### src/rtl/dcache_port_arbiter_pkg.sv
// Shared types for the D-cache port arbiter.
//   word_addr_t / word_t / mask_t : memory word address, data word and byte enables
//   arb_state_t                   : aux-port sequencing states (IDLE, ISSUE, WAIT)
//   owner_t                       : which port owned the cache request last cycle
//   countWidth()                  : register width able to hold 0..states-1, never below 1
package dcache_port_arbiter_pkg;

  typedef logic [29:0] word_addr_t;
  typedef logic [31:0] word_t;
  typedef logic [3:0]  mask_t;

  typedef enum logic [1:0] {IDLE, ISSUE, WAIT} arb_state_t;
  typedef enum logic [1:0] {OWNER_NONE, OWNER_C, OWNER_A} owner_t;

  function automatic int countWidth(input int states);
    return (states <= 2) ? 1 : $clog2(states);
  endfunction

endpackage

### src/rtl/dcache_port_arbiter_if.sv
// Bundle of all handshake/bus signals around the D-cache port arbiter.
//   port C : cEn, cEnW, cAddr, cReqData, cMask  -> cRespData, cNack, cBackoff
//   port A : aValid, aWe, aAddr, aWData, aMask  -> aReady, aRspValid, aRspData, aRspErr
//   cache  : mEn, mEnW, mAddr, mReqData, mMask  <- mRespData, mNack
// Modport slave is the arbiter's view; master is the surrounding core/aux/cache view.
interface dcache_port_arbiter_if;
  import dcache_port_arbiter_pkg::*;

  logic       cEn;
  logic       cEnW;
  word_addr_t cAddr;
  word_t      cReqData;
  mask_t      cMask;
  word_t      cRespData;
  logic       cNack;
  logic       cBackoff;

  logic       aValid;
  logic       aReady;
  logic       aWe;
  word_addr_t aAddr;
  word_t      aWData;
  mask_t      aMask;
  logic       aRspValid;
  word_t      aRspData;
  logic       aRspErr;

  logic       mEn;
  logic       mEnW;
  word_addr_t mAddr;
  word_t      mReqData;
  mask_t      mMask;
  word_t      mRespData;
  logic       mNack;

  modport slave (
    input  cEn, cEnW, cAddr, cReqData, cMask,
    output cRespData, cNack, cBackoff,
    input  aValid, aWe, aAddr, aWData, aMask,
    output aReady, aRspValid, aRspData, aRspErr,
    output mEn, mEnW, mAddr, mReqData, mMask,
    input  mRespData, mNack
  );

  modport master (
    output cEn, cEnW, cAddr, cReqData, cMask,
    input  cRespData, cNack, cBackoff,
    output aValid, aWe, aAddr, aWData, aMask,
    input  aReady, aRspValid, aRspData, aRspErr,
    input  mEn, mEnW, mAddr, mReqData, mMask,
    output mRespData, mNack
  );

endinterface

### src/rtl/dcache_port_arbiter.sv
// Shares the single-ported L1 D-cache core port between the memory stage (port C,
// fixed priority, zero latency, never stalled) and an aux requester (port A, valid/ready).
// A's request is captured, issued whenever C is idle, replayed on cache nAck up to
// MAX_RETRY times, then completed with a one-cycle aRspValid pulse (aRspErr on final nAck).
// Ports:
//   clk  : clock, all state on posedge
//   rst  : synchronous active-low reset
//   bus  : dcache_port_arbiter_if.slave (port C, port A and cache-side signals)
// Parameters: MAX_RETRY (replays before error), STARVE_LIMIT (blocked cycles before cBackoff).
// Optional feature: define DCACHE_ARB_STARVE_GUARD_EN to enable the cBackoff starvation guard;
// without it cBackoff is tied low and A may starve under continuous C traffic.
module dcache_port_arbiter
  import dcache_port_arbiter_pkg::*;
#(
  parameter int MAX_RETRY    = 3,
  parameter int STARVE_LIMIT = 8
) (
  input logic                  clk,
  input logic                  rst,
  dcache_port_arbiter_if.slave bus
);

  localparam int RETRY_W = countWidth(MAX_RETRY + 1);
  localparam logic [RETRY_W-1:0] RETRY_MAX = RETRY_W'(MAX_RETRY);

  arb_state_t         state;
  owner_t             lastOwner;
  logic [RETRY_W-1:0] retryCnt;
  logic               aReqWe;
  word_addr_t         aReqAddr;
  word_t              aReqWData;
  mask_t              aReqMask;

  logic aIssue;
  logic aRetry;
  logic aDone;

  // A only reaches the cache on cycles C leaves free; a WAIT cycle either replays
  // (nAck with budget left) or completes the request.
  always_comb begin
    aIssue = rst && (state == ISSUE) && !bus.cEn;
    aRetry = (state == WAIT) && bus.mNack && (retryCnt < RETRY_MAX);
    aDone  = rst && (state == WAIT) && !aRetry;
  end

  // Cache request mux: C passes straight through and always wins, otherwise the
  // held A request is presented during an issue cycle.
  always_comb begin
    bus.mEn      = 1'b0;
    bus.mEnW     = 1'b0;
    bus.mAddr    = '0;
    bus.mReqData = '0;
    bus.mMask    = '0;
    if (rst && bus.cEn) begin
      bus.mEn      = 1'b1;
      bus.mEnW     = bus.cEnW;
      bus.mAddr    = bus.cAddr;
      bus.mReqData = bus.cReqData;
      bus.mMask    = bus.cMask;
    end else if (aIssue) begin
      bus.mEn      = 1'b1;
      bus.mEnW     = aReqWe;
      bus.mAddr    = aReqAddr;
      bus.mReqData = aReqWData;
      bus.mMask    = aReqMask;
    end
  end

  // Response routing: the response cycle belongs to whoever issued last cycle, so a
  // C nAck never leaks to A and an A nAck never shows up on cNack.
  always_comb begin
    bus.aReady    = rst && (state == IDLE);
    bus.aRspValid = aDone;
    bus.aRspData  = aReqWe ? '0 : bus.mRespData;
    bus.aRspErr   = aDone && bus.mNack;
    bus.cRespData = bus.mRespData;
    bus.cNack     = rst && bus.mNack && (lastOwner == OWNER_C);
  end

  // Port A sequencer plus response-ownership tracking. Reset drops any in-flight
  // A request and forgets the owner so a pending cache response is ignored.
  always_ff @(posedge clk) begin
    if (!rst) begin
      state     <= IDLE;
      lastOwner <= OWNER_NONE;
      retryCnt  <= '0;
      aReqWe    <= 1'b0;
      aReqAddr  <= '0;
      aReqWData <= '0;
      aReqMask  <= '0;
    end else begin
      if (bus.cEn) begin
        lastOwner <= OWNER_C;
      end else if (aIssue) begin
        lastOwner <= OWNER_A;
      end else begin
        lastOwner <= OWNER_NONE;
      end
      case (state)
        IDLE: begin
          if (bus.aValid) begin
            aReqWe    <= bus.aWe;
            aReqAddr  <= bus.aAddr;
            aReqWData <= bus.aWData;
            aReqMask  <= bus.aMask;
            retryCnt  <= '0;
            state     <= ISSUE;
          end
        end
        ISSUE: begin
          if (aIssue) begin
            state <= WAIT;
          end
        end
        WAIT: begin
          if (aRetry) begin
            retryCnt <= retryCnt + 1'b1;
            state    <= ISSUE;
          end else begin
            state <= IDLE;
          end
        end
        default: state <= IDLE;
      endcase
    end
  end

`ifdef DCACHE_ARB_STARVE_GUARD_EN
  localparam int STARVE_W = countWidth(STARVE_LIMIT);
  localparam logic [STARVE_W-1:0] STARVE_TOP = STARVE_W'(STARVE_LIMIT - 1);

  logic [STARVE_W-1:0] starveCnt;
  logic                aBlocked;

  // cBackoff fires on the STARVE_LIMIT-th consecutive blocked cycle; the counter then
  // restarts so a core that ignores the request sees another pulse a full window later.
  always_comb begin
    aBlocked     = (state == ISSUE) && bus.cEn;
    bus.cBackoff = rst && aBlocked && (starveCnt == STARVE_TOP);
  end

  always_ff @(posedge clk) begin
    if (!rst) begin
      starveCnt <= '0;
    end else if (aBlocked) begin
      starveCnt <= (starveCnt == STARVE_TOP) ? '0 : starveCnt + 1'b1;
    end else begin
      starveCnt <= '0;
    end
  end
`else
  assign bus.cBackoff = 1'b0;
`endif

endmodule

### src/flat_wrapper.sv
// flat-port wrapper written by rule: the top's interface ports become plain ports
module dcache_port_arbiter_flat import dcache_port_arbiter_pkg::*;
#(
  parameter int MAX_RETRY    = 3,
  parameter int STARVE_LIMIT = 8
)
  (clk, rst, bus_cEn, bus_cEnW, bus_cAddr, bus_cReqData, bus_cMask, bus_cRespData, bus_cNack, bus_cBackoff, bus_aValid, bus_aWe, bus_aAddr, bus_aWData, bus_aMask, bus_aReady, bus_aRspValid, bus_aRspData, bus_aRspErr, bus_mEn, bus_mEnW, bus_mAddr, bus_mReqData, bus_mMask, bus_mRespData, bus_mNack);
  dcache_port_arbiter_if bus_i ();
  input logic clk;
  input logic rst;
  input wire logic [$bits(bus_i.cEn)-1:0] bus_cEn;
  input wire logic [$bits(bus_i.cEnW)-1:0] bus_cEnW;
  input wire logic [$bits(bus_i.cAddr)-1:0] bus_cAddr;
  input wire logic [$bits(bus_i.cReqData)-1:0] bus_cReqData;
  input wire logic [$bits(bus_i.cMask)-1:0] bus_cMask;
  output wire logic [$bits(bus_i.cRespData)-1:0] bus_cRespData;
  output wire logic [$bits(bus_i.cNack)-1:0] bus_cNack;
  output wire logic [$bits(bus_i.cBackoff)-1:0] bus_cBackoff;
  input wire logic [$bits(bus_i.aValid)-1:0] bus_aValid;
  input wire logic [$bits(bus_i.aWe)-1:0] bus_aWe;
  input wire logic [$bits(bus_i.aAddr)-1:0] bus_aAddr;
  input wire logic [$bits(bus_i.aWData)-1:0] bus_aWData;
  input wire logic [$bits(bus_i.aMask)-1:0] bus_aMask;
  output wire logic [$bits(bus_i.aReady)-1:0] bus_aReady;
  output wire logic [$bits(bus_i.aRspValid)-1:0] bus_aRspValid;
  output wire logic [$bits(bus_i.aRspData)-1:0] bus_aRspData;
  output wire logic [$bits(bus_i.aRspErr)-1:0] bus_aRspErr;
  output wire logic [$bits(bus_i.mEn)-1:0] bus_mEn;
  output wire logic [$bits(bus_i.mEnW)-1:0] bus_mEnW;
  output wire logic [$bits(bus_i.mAddr)-1:0] bus_mAddr;
  output wire logic [$bits(bus_i.mReqData)-1:0] bus_mReqData;
  output wire logic [$bits(bus_i.mMask)-1:0] bus_mMask;
  input wire logic [$bits(bus_i.mRespData)-1:0] bus_mRespData;
  input wire logic [$bits(bus_i.mNack)-1:0] bus_mNack;
  assign bus_i.cEn = bus_cEn;
  assign bus_i.cEnW = bus_cEnW;
  assign bus_i.cAddr = bus_cAddr;
  assign bus_i.cReqData = bus_cReqData;
  assign bus_i.cMask = bus_cMask;
  assign bus_cRespData = bus_i.cRespData;
  assign bus_cNack = bus_i.cNack;
  assign bus_cBackoff = bus_i.cBackoff;
  assign bus_i.aValid = bus_aValid;
  assign bus_i.aWe = bus_aWe;
  assign bus_i.aAddr = bus_aAddr;
  assign bus_i.aWData = bus_aWData;
  assign bus_i.aMask = bus_aMask;
  assign bus_aReady = bus_i.aReady;
  assign bus_aRspValid = bus_i.aRspValid;
  assign bus_aRspData = bus_i.aRspData;
  assign bus_aRspErr = bus_i.aRspErr;
  assign bus_mEn = bus_i.mEn;
  assign bus_mEnW = bus_i.mEnW;
  assign bus_mAddr = bus_i.mAddr;
  assign bus_mReqData = bus_i.mReqData;
  assign bus_mMask = bus_i.mMask;
  assign bus_i.mRespData = bus_mRespData;
  assign bus_i.mNack = bus_mNack;
  dcache_port_arbiter #(.MAX_RETRY(MAX_RETRY), .STARVE_LIMIT(STARVE_LIMIT)) u_core (.clk(clk), .rst(rst), .bus(bus_i));
endmodule
### config.mk
export PLATFORM = sky130hd
export DESIGN_NAME = dcache_port_arbiter_flat
export DESIGN_NICKNAME = d
export VERILOG_FILES = /design/src/rtl/dcache_port_arbiter_pkg.sv /design/src/rtl/dcache_port_arbiter_if.sv /design/src/rtl/dcache_port_arbiter.sv /design/src/flat_wrapper.sv
export SDC_FILE = /design/constraint.sdc
export NUM_CORES = 1
export LEC_CHECK = 0
export BUFFER_PORTS_ARGS = -buffer_cell sky130_fd_sc_hd__buf_4
export CAP_MARGIN = 30
export CORE_MARGIN = 4
export CORE_UTILIZATION = 30
export DETAILED_ROUTE_END_ITERATION = 10
export MAX_ROUTING_LAYER = met4
export RECOVER_POWER = 100
export SLEW_MARGIN = 20
export SYNTH_ARGS = -nofsm -noshare
export SYNTH_HDL_FRONTEND = slang
export SYNTH_SLANG_ARGS = --single-unit
### constraint.sdc
create_clock -name clk -period 2 [get_ports clk]
set_clock_uncertainty 0.05 [all_clocks]
set_input_delay 0.1 -clock clk [delete_from_list [all_inputs] [get_ports clk]]
set_output_delay 0.1 -clock clk [all_outputs]
set_load 0.1 [all_outputs]
==> metrics.txt, run 1 <==
final setup fails=0; post-route minimum period=1970 ps; GRT overflow=0; fin area=0.00757 mm2; final total power=5440 uW; DR vias/cell=4.73; number of enable flip-flop cells after synthesis=0; #FFs+latches synth=73; Worst Path Class, Setup=reg -> out; Ant. Diodes=0; most frequent cell after synthesis=nand2_1; Worst-Skew Late Latency=330 ps; violation count after the first detailed-route iteration=189; worst setup margin=33.4 ps; cell count after synthesis=476; max-slew violation count=0; DRC violations left=0; Achievable Freq=508 MHz; Logic pwr share=41.2%; routed wire length=16,500 um; share of layout cells above drive strength 1=42.8%; Setup WS pre-CTS=271 ps; Synth area leaders=dfxtp_1 37%, a22o_1 15%, nand2_1 13%, a21boi_0 7.5%, buf_4 6.5%; CTS Sinks=73; internal power=3270 uW; Netlist Area Pre-Place=0.00393 mm2; largest net degree at the start of global routing=41; R2R setup slack=490 ps; vias in the first global route=4,628; core area=0.0127 mm2; Root Driver=clkbuf_16; first-pass GRT wire length=23,700 um; Leak Pwr=0.00350 uW; synth cell count leaders=138 x nand2_1, 73 x dfxtp_1, 67 x a22o_1; Yosys warning count=0; power share of the clock group=29.3%; max-cap violation count=0; CP Max Fanout=27; CTS Buf Count=9; Fin. Hold Viols=0; Top FF cell, synth=dfxtp_1; setup TNS=0 ps; Netlist cell types=30; Hold WC Path Type=in -> reg; IO Pins=308; area leader, netlist=dfxtp_1; initial antenna violation count=0; period utilisation layout=98.3%; die height=122 um; VDD IR max=341 uV; gr usage total=20.9%; maximum root-to-sink buffer count=2; die area=0.0150 mm2; H-Tree Depth=3; Pre-Repair DR Iteration Count=4; per-cell routed wire length=16.9 um; Flop pwr share=29.5%; Detail Placement HPWL=11,900 um; row count=41; clk slew on worst S/H paths=60 ps; Synth top area share=37.2%; Worst Path Required=1850 ps; syn_nets=648; routed vias=4,627; Sw Share=39.8%; DIE WIDTH=122 um; RSZ-0062 raised after global routing=yes; initial core utilization=30.9%; CP startpoint kind=flip-flop; Avg Cell Area, Syn=8.25 um2; I/O Buffers=306; crit path DAT=1820 ps; fin util=59.5%; post-route ant nets=0; sequential area share after synthesis=37.2%; DP Area=0.00611 mm2; CP endpoint kind=output port; status=completed; power density over the cells=719 mW/mm2; RD Place Congestion=0.858; area grow syn2layout=92.8%; Post-synth ARST share=0%; fin nets=974; CTS tree=built; Net Switching=2170 uW
==> area by class of cell <==
cell class	count	area, um2
flip-flops and latches	73	1470
fillers	1102	5150
repair buffers	391	3590
well taps	172	215
clock buffers	13	250
inverters	1	3.75
clock inverters	3	40.0
multi-input cells	326	2010
==> layout by cell type, fill, tap and decap left out, drive strengths merged, types with 2 or more instances in the layout <==
cell and instances:
nand2 139, nor3b 2, dlygate4sd3 68, o22ai 2, clkbuf 13, buf 322, dfxtp 73, nor2b 34
clkinv 2, a21boi 67, and2 2, a22o 67
==> critical path: stages (launching register included) <==
cell,delay (ps)
dfxtp_4,370
and4bb_2,340
bufbuf_16,350
a22o_1,230
buf_12,190
==> flip-flops by register name (all words and copies together) (netlist names) <==
name,count
u_core.state,2
u_core.aReqAddr,30
u_core.retryCnt,2
u_core.lastOwner,2
u_core.aReqMask,4
u_core.aReqWData,32
u_core.aReqWe,1
==> per-stage QoR <==
step                      hold WS (ps)  std cells
final                              166        979
after global routing               193        979
after CTS                          156        979
after detailed placement           285        893
after global placement             279        893
after floorplan                    128        476
==> power by group through the flow <==
| stage | Sequential, uW | Clock [uW] | Combinational, uW |
|---|---|---|---|
| after floorplan | 1610 | 0 | 1510 |
| after global placement | 1630 | 0 | 2010 |
| after detailed placement | 1640 | 0 | 2030 |
| after CTS | 1600 | 1640 | 2160 |
| after global routing | 1610 | 1680 | 2340 |
| final | 1600 | 1590 | 2240 |
==> worst paths after layout <==
kind,start,to,cells past startpoint
min reg2reg,u_core.aReqAddr[14]$_SDFFE_PN0P_,u_core.aReqAddr[14]$_SDFFE_PN0P_,2
max,u_core.state[1]$_SDFFE_PN0P_,bus_mReqData[16],4
max reg2reg,u_core.state[1]$_SDFFE_PN0P_,u_core.aReqAddr[25]$_SDFFE_PN0P_,4
min,bus_aValid,u_core.state[0]$_SDFFE_PN0P_,4
==> kinds of logic (layout without fill, tap and decap cells) <==
kind of cell	count (synthesis)	after routing	share of synthesized area [%]
buf+inv	77	408	12.3
other cells	1	1	0.0955
simple gates	184	184	21.3
flops	73	73	37.2
mux	1	1	0.255
compound gates	139	139	28.5
fa+ha+maj	1	1	0.319
==> what timing repair did <==
action                                  in CTS  in global routing
gates resized for setup                     19                 93
endpoints found under the setup margin      55                 55
cloned                                       1                  0
endpoints found under the hold margin       68                  0
hold buffers                                68                  0
setup buffers                                1                  0
pin swaps                                    1                  0
==> routing by layer <==
metal	global-route usage, %	routed length, um
met2	37.4	8390
met3	4.15	1380
met4	8.89	418
met1	22.5	6340
met5	-	0
No activity file was read; power rests on OpenSTA's default activity.
==> run 2: changes to the inputs <==
--- a/config.mk
+++ b/config.mk
@@ -5,7 +5,7 @@
 export SDC_FILE = /design/constraint.sdc
 export NUM_CORES = 1
 export LEC_CHECK = 0
-export BUFFER_PORTS_ARGS = -buffer_cell sky130_fd_sc_hd__buf_4
+export BUFFER_PORTS_ARGS = -buffer_cell sky130_fd_sc_hd__buf_2
 export CAP_MARGIN = 30
 export CORE_MARGIN = 4
 export CORE_UTILIZATION = 30
==> run 2 against run 1 <==
Net effect: combinational power decreased by 11%; design area decreased by 13%; global-route usage about the same; critical path type unchanged.
==> metrics.txt, run 2 (synthesis results as in run 1) <==
setup TNS=0 ps; CTS Buf Count=9; Worst Path Class, Setup=reg -> out; max-cap violation count=0; clk slew on worst S/H paths=60 ps; power share of the clock group=30.7%; die height=122 um; initial antenna violation count=2; DP Area=0.00646 mm2; Worst Path Required=1850 ps; Worst path max stage delay=410 ps; Detail Placement HPWL=12,300 um; GRT overflow=0; Cell Chain, Critical Path=and4bb_4 -> buf_4 -> a22o_1 -> buf_6; vias in the first global route=4,766; routed wire length=16,500 um; per-cell routed wire length=16.9 um; fin nets=970; Logic pwr share=38.6%; Rel. slew slack=18.0%; Largest Register=u_core.aReqWData; DRC violations left=0; final setup fails=0; status=completed; period utilisation layout=95.4%; Least-Margin Pin Slew=1240 ps; CP endpoint kind=output port; violation count after the first detailed-route iteration=128; first-pass GRT wire length=23,700 um; Net Switching=2150 uW; I/O Buffers=306; Leak Pwr=0.00307 uW; area grow syn2layout=67.3%; routed vias=4,686; CP startpoint kind=flip-flop; H-Tree Depth=3; Post-CTS Setup Inserts=0; Root Driver=clkbuf_16; most frequent cells in the layout=173 x buf_2, 139 x nand2_1, 73 x dfxtp_1; crit path DAT=1760 ps; power density over the cells=791 mW/mm2; RD Place Congestion=0.831; Fin. Hold Viols=0; row count=41; share of layout cells above drive strength 1=38.3%; Sw Share=41.5%; most common cell after layout, fill and taps aside=buf_2; Flop pwr share=30.8%; Hold WC Path Type=in -> reg; CP max-delay cell=and4bb_4; Top delay family on crit path=buffers and inverters; largest net degree at the start of global routing=69; maximum root-to-sink buffer count=2; internal power=3040 uW; max-slew violation count=0; Achievable Freq=524 MHz; RSZ-0062 raised after global routing=no; CTS tree=built; DR vias/cell=4.80; initial core utilization=30.9%; gr usage total=21.0%; VDD IR max=522 uV; max reg flops=32; CP Max Fanout=19; die area=0.0150 mm2; core area=0.0127 mm2; Worst-Skew Late Latency=320 ps; Pre-Repair DR Iteration Count=7; post-route minimum period=1910 ps; post-route ant nets=0; DIE WIDTH=122 um; crit path buf inv count=2; IO Pins=308; top flop regs=u_core.aReqWData x32, u_core.aReqAddr x30, u_core.aReqMask x4; CTS Sinks=73; fin area=0.00657 mm2
-- run 2: final timing paths --
path | start | endpoint | slack, ps | cells past startpoint
worst min register to register | u_core.aReqWData[10]$_SDFFE_PN0P_ | u_core.aReqWData[10]$_SDFFE_PN0P_ | 410 | 2
worst max-delay path | u_core.state[1]$_SDFFE_PN0P_ | bus_mMask[2] | 90 | 4
worst min-delay path | bus_aAddr[25] | u_core.aReqAddr[25]$_SDFFE_PN0P_ | 40 | 3
worst max register to register | u_core.state[1]$_SDFFE_PN0P_ | u_core.aReqAddr[13]$_SDFFE_PN0P_ | 180 | 5
-- run 2: area by class of cell --
class	count	area, um2
Sequential cell	73	1460
Inverter	1	3.75
Clock inverter	5	56.3
Multi-Input combinational cell	326	2000
Tap cell	172	215
Fill cell	1224	6150
Antenna cell	2	5.00
Timing Repair Buffer	387	2590
Clock buffer	10	239
-- run 2: power by group through the flow --
stage,clock network [uW],registers (uW),logic (uW)
6_report,1590,1600,2000
5_1_grt,1700,1600,2090
4_1_cts,1640,1600,2210
3_5_place_dp,0,1630,2100
3_3_place_gp,0,1630,2080
2_1_floorplan,0,1610,1510
-- run 2: stage by stage --
stage / util [%] / hold slack (ps) / cells / power, uW / worst slack [ps]
final: 51.7 / 38.3 / 976 / 5200 / 91.4
after global routing: 51.7 / 43.2 / 976 / 5390 / 35.5
after CTS: 58.4 / 20.7 / 974 / 5450 / 85.2
after detailed placement: 50.8 / 297 / 892 / 3730 / 367
after global placement: 50.8 / 290 / 892 / 3710 / 417
after floorplan: - / 128 / 476 / 3120 / -38.7
-- run 2: what timing repair did --
action,CTS,global route
resized for setup,1,0
hold buffers,67,0
hold endpoints to repair,67,0
setup endpoints to repair,1,0
-- run 2: worst register-to-register path: cells and delay by family, from the launching register on --
kind,cells,cell delay [ps]
buffers and inverters,2,720
AOI/OAI and AO/OA,1,240
DFF,1,340
and+or+nand+nor,2,390
-- run 2: per-layer routing --
layer	vias up	part of all wire [%]	track usage, %
li1	2242	-	-
met1	2158	35	20.7
met2	251	52	38.4
met3	35	11	6.68
met4	0	2.6	7.63
met5	-	0	-
==> run 3: changes to the inputs <==
--- a/config.mk
+++ b/config.mk
@@ -7,10 +7,14 @@
 export LEC_CHECK = 0
 export BUFFER_PORTS_ARGS = -buffer_cell sky130_fd_sc_hd__buf_2
 export CAP_MARGIN = 30
+export CELL_PAD_IN_SITES_DETAIL_PLACEMENT = 0
+export CELL_PAD_IN_SITES_GLOBAL_PLACEMENT = 1
 export CORE_MARGIN = 4
-export CORE_UTILIZATION = 30
+export CORE_UTILIZATION = 27
+export CTS_BUF_LIST = sky130_fd_sc_hd__clkbuf_8
 export DETAILED_ROUTE_END_ITERATION = 10
 export MAX_ROUTING_LAYER = met4
+export PLACE_DENSITY_LB_ADDON = 0.1
 export RECOVER_POWER = 100
 export SLEW_MARGIN = 20
 export SYNTH_ARGS = -nofsm -noshare
==> run 3 against run 2 <==
Net effect: worst hold slack better by 5.5 ps; design area is 3.2% higher; largest power group unchanged; die area is 10% higher; highest routed layer unchanged.
==> metrics.txt, run 3 (synthesis results as in run 1) <==
status=completed; top flop regs=u_core.aReqWData x32, u_core.aReqAddr x30, u_core.aReqMask x4; most frequent cells in the layout=170 x buf_2, 138 x nand2_1, 71 x dfxtp_1; Post-CTS Setup Inserts=0; Non-Filler Instances=982; H-Tree Depth=3; Hold WC Path Type=in -> reg; DP Cell Count=896; maximum root-to-sink buffer count=2; initial antenna violation count=1; largest net degree at the start of global routing=71; Leak Pwr=0.00312 uW; worst setup margin=101 ps; routed wire length=15,500 um; Worst Path Required=1850 ps; initial core utilization=28.0%; final setup fails=0; gr usage total=18.2%; die height=129 um; core area=0.0140 mm2; power density over the cells=770 mW/mm2; share of layout cells above drive strength 1=38.3%; GRT overflow=0; crit path DAT=1750 ps; clk slew on worst S/H paths=80 ps; period utilisation layout=94.9%; max reg flops=32; R2R setup slack=210 ps; first-pass GRT wire length=23,200 um; Hold Crit Depth=2; RD Place Congestion=0.810; violation count after the first detailed-route iteration=117; R2R depth=4; RSZ-0062 raised after global routing=no; CTS Buf Count=9; hold path endpoint=u_core.aReqWData[9]$_SDFFE_PN0P_; VDD IR max=293 uV; Setup WS pre-CTS=256 ps; Pre-Repair DR Iteration Count=4; CP Max Fanout=21; most common cell after layout, fill and taps aside=buf_2; Worst Path Class, Setup=reg -> out; footprint of the multi-input gates=0.00199 mm2; Largest Register=u_core.aReqWData; IO Pins=308; startpoint of the worst register-to-register path=u_core.state[0]$_SDFFE_PN0P_; Detail Placement HPWL=11,400 um; Fin. Hold Viols=0; post-route ant nets=0; Achievable Freq=527 MHz; Worst-Skew Late Latency=350 ps; area grow syn2layout=72.6%; CP startpoint kind=flip-flop; Rel. slew slack=13.6%; CP endpoint kind=output port; min-delay src=rst; per-cell routed wire length=15.8 um; Root Driver=clkbuf_8; Least-Margin Pin Slew=1300 ps; row count=43; die area=0.0165 mm2; I/O Buffers=306; routed vias=4,463; DRC violations left=0; Fillers=1,443; vias in the first global route=4,546; Critical R2R Capture=u_core.aReqAddr[7]$_SDFFE_PN0P_; CTS Sinks=73; fin nets=968; max-cap violation count=0; Reg area=0.00147 mm2; DIE WIDTH=129 um; post-route minimum period=1900 ps; DR vias/cell=4.54; CTS tree=built; max-slew violation count=0
-- run 3: worst max-delay path: stages (launching register included) --
cell,delay (ps)
dfxtp_2,370
and4bb_4,390
clkbuf_16,210
a22o_1,170
buf_6,230
-- run 3: stage by stage --
| step | setup TNS [ps] | util [%] | hold WS (ps) | total power [uW] | area, um2 |
|---|---|---|---|---|---|
| global placement | 0 | 45.6 | 284 | 3690 | 6400 |
| finish | 0 | 48.3 | 43.8 | 5220 | 6780 |
| global route | 0 | 48.3 | 27.5 | 5440 | 6780 |
| floorplan | -1080 | - | 128 | 3120 | 3940 |
| CTS | 0 | 52.4 | 12.1 | 5420 | 7360 |
| detailed placement | 0 | 45.6 | 284 | 3710 | 6400 |
-- run 3: power by group --
| group | internal (uW) | total [uW] | switching (uW) |
|---|---|---|---|
| clock network | 996 | 1590 | 597 |
| registers | 1540 | 1600 | 57.8 |
| logic | 543 | 2030 | 1490 |
| total | 3080 | 5220 | 2140 |
-- run 3: repair_timing --
action / in CTS / in global routing
pin swaps: 0 / 0
endpoints found under the setup margin: 67 / 62
hold buffers: 68 / 0
gates resized for setup: 3 / 4
gates cloned: 0 / 1
hold endpoints to repair: 68 / 0
-- run 3: layer usage --
layer | vias up | track usage [%] | part of all wire [%]
met5 | - | - | 0
met4 | 0 | 5.37 | 1.7
met3 | 25 | 4.61 | 8.0
met2 | 195 | 32.8 | 51
met1 | 2015 | 19.8 | 40
li1 | 2228 | - | -
-- run 3: area by class of cell --
class,instances,share of cell area (%)
antenna,1,0.0369
clock buffer,10,2.03
clock inverter,6,2.03
inverter,1,0.0554
multi-input combinational,326,29.4
sequential,73,21.6
tap,180,3.32
timing repair buffer,385,41.5
-- run 3: worst max-delay path by stage --
stage | endpoint | start | slack [ps]
after floorplan | bus_aRspData[0] | u_core.aReqWe$_SDFFE_PN0P_ | -40
after global placement | bus_mAddr[6] | u_core.state[0]$_SDFFE_PN0P_ | 320
after detailed placement | bus_mReqData[31] | u_core.state[0]$_SDFFE_PN0P_ | 260
after CTS | bus_mReqData[31] | u_core.state[0]$_SDFFE_PN0P_ | 30
after global routing | bus_mReqData[31] | u_core.state[1]$_SDFFE_PN0P_ | 20
final | bus_mAddr[24] | u_core.state[1]$_SDFFE_PN0P_ | 100
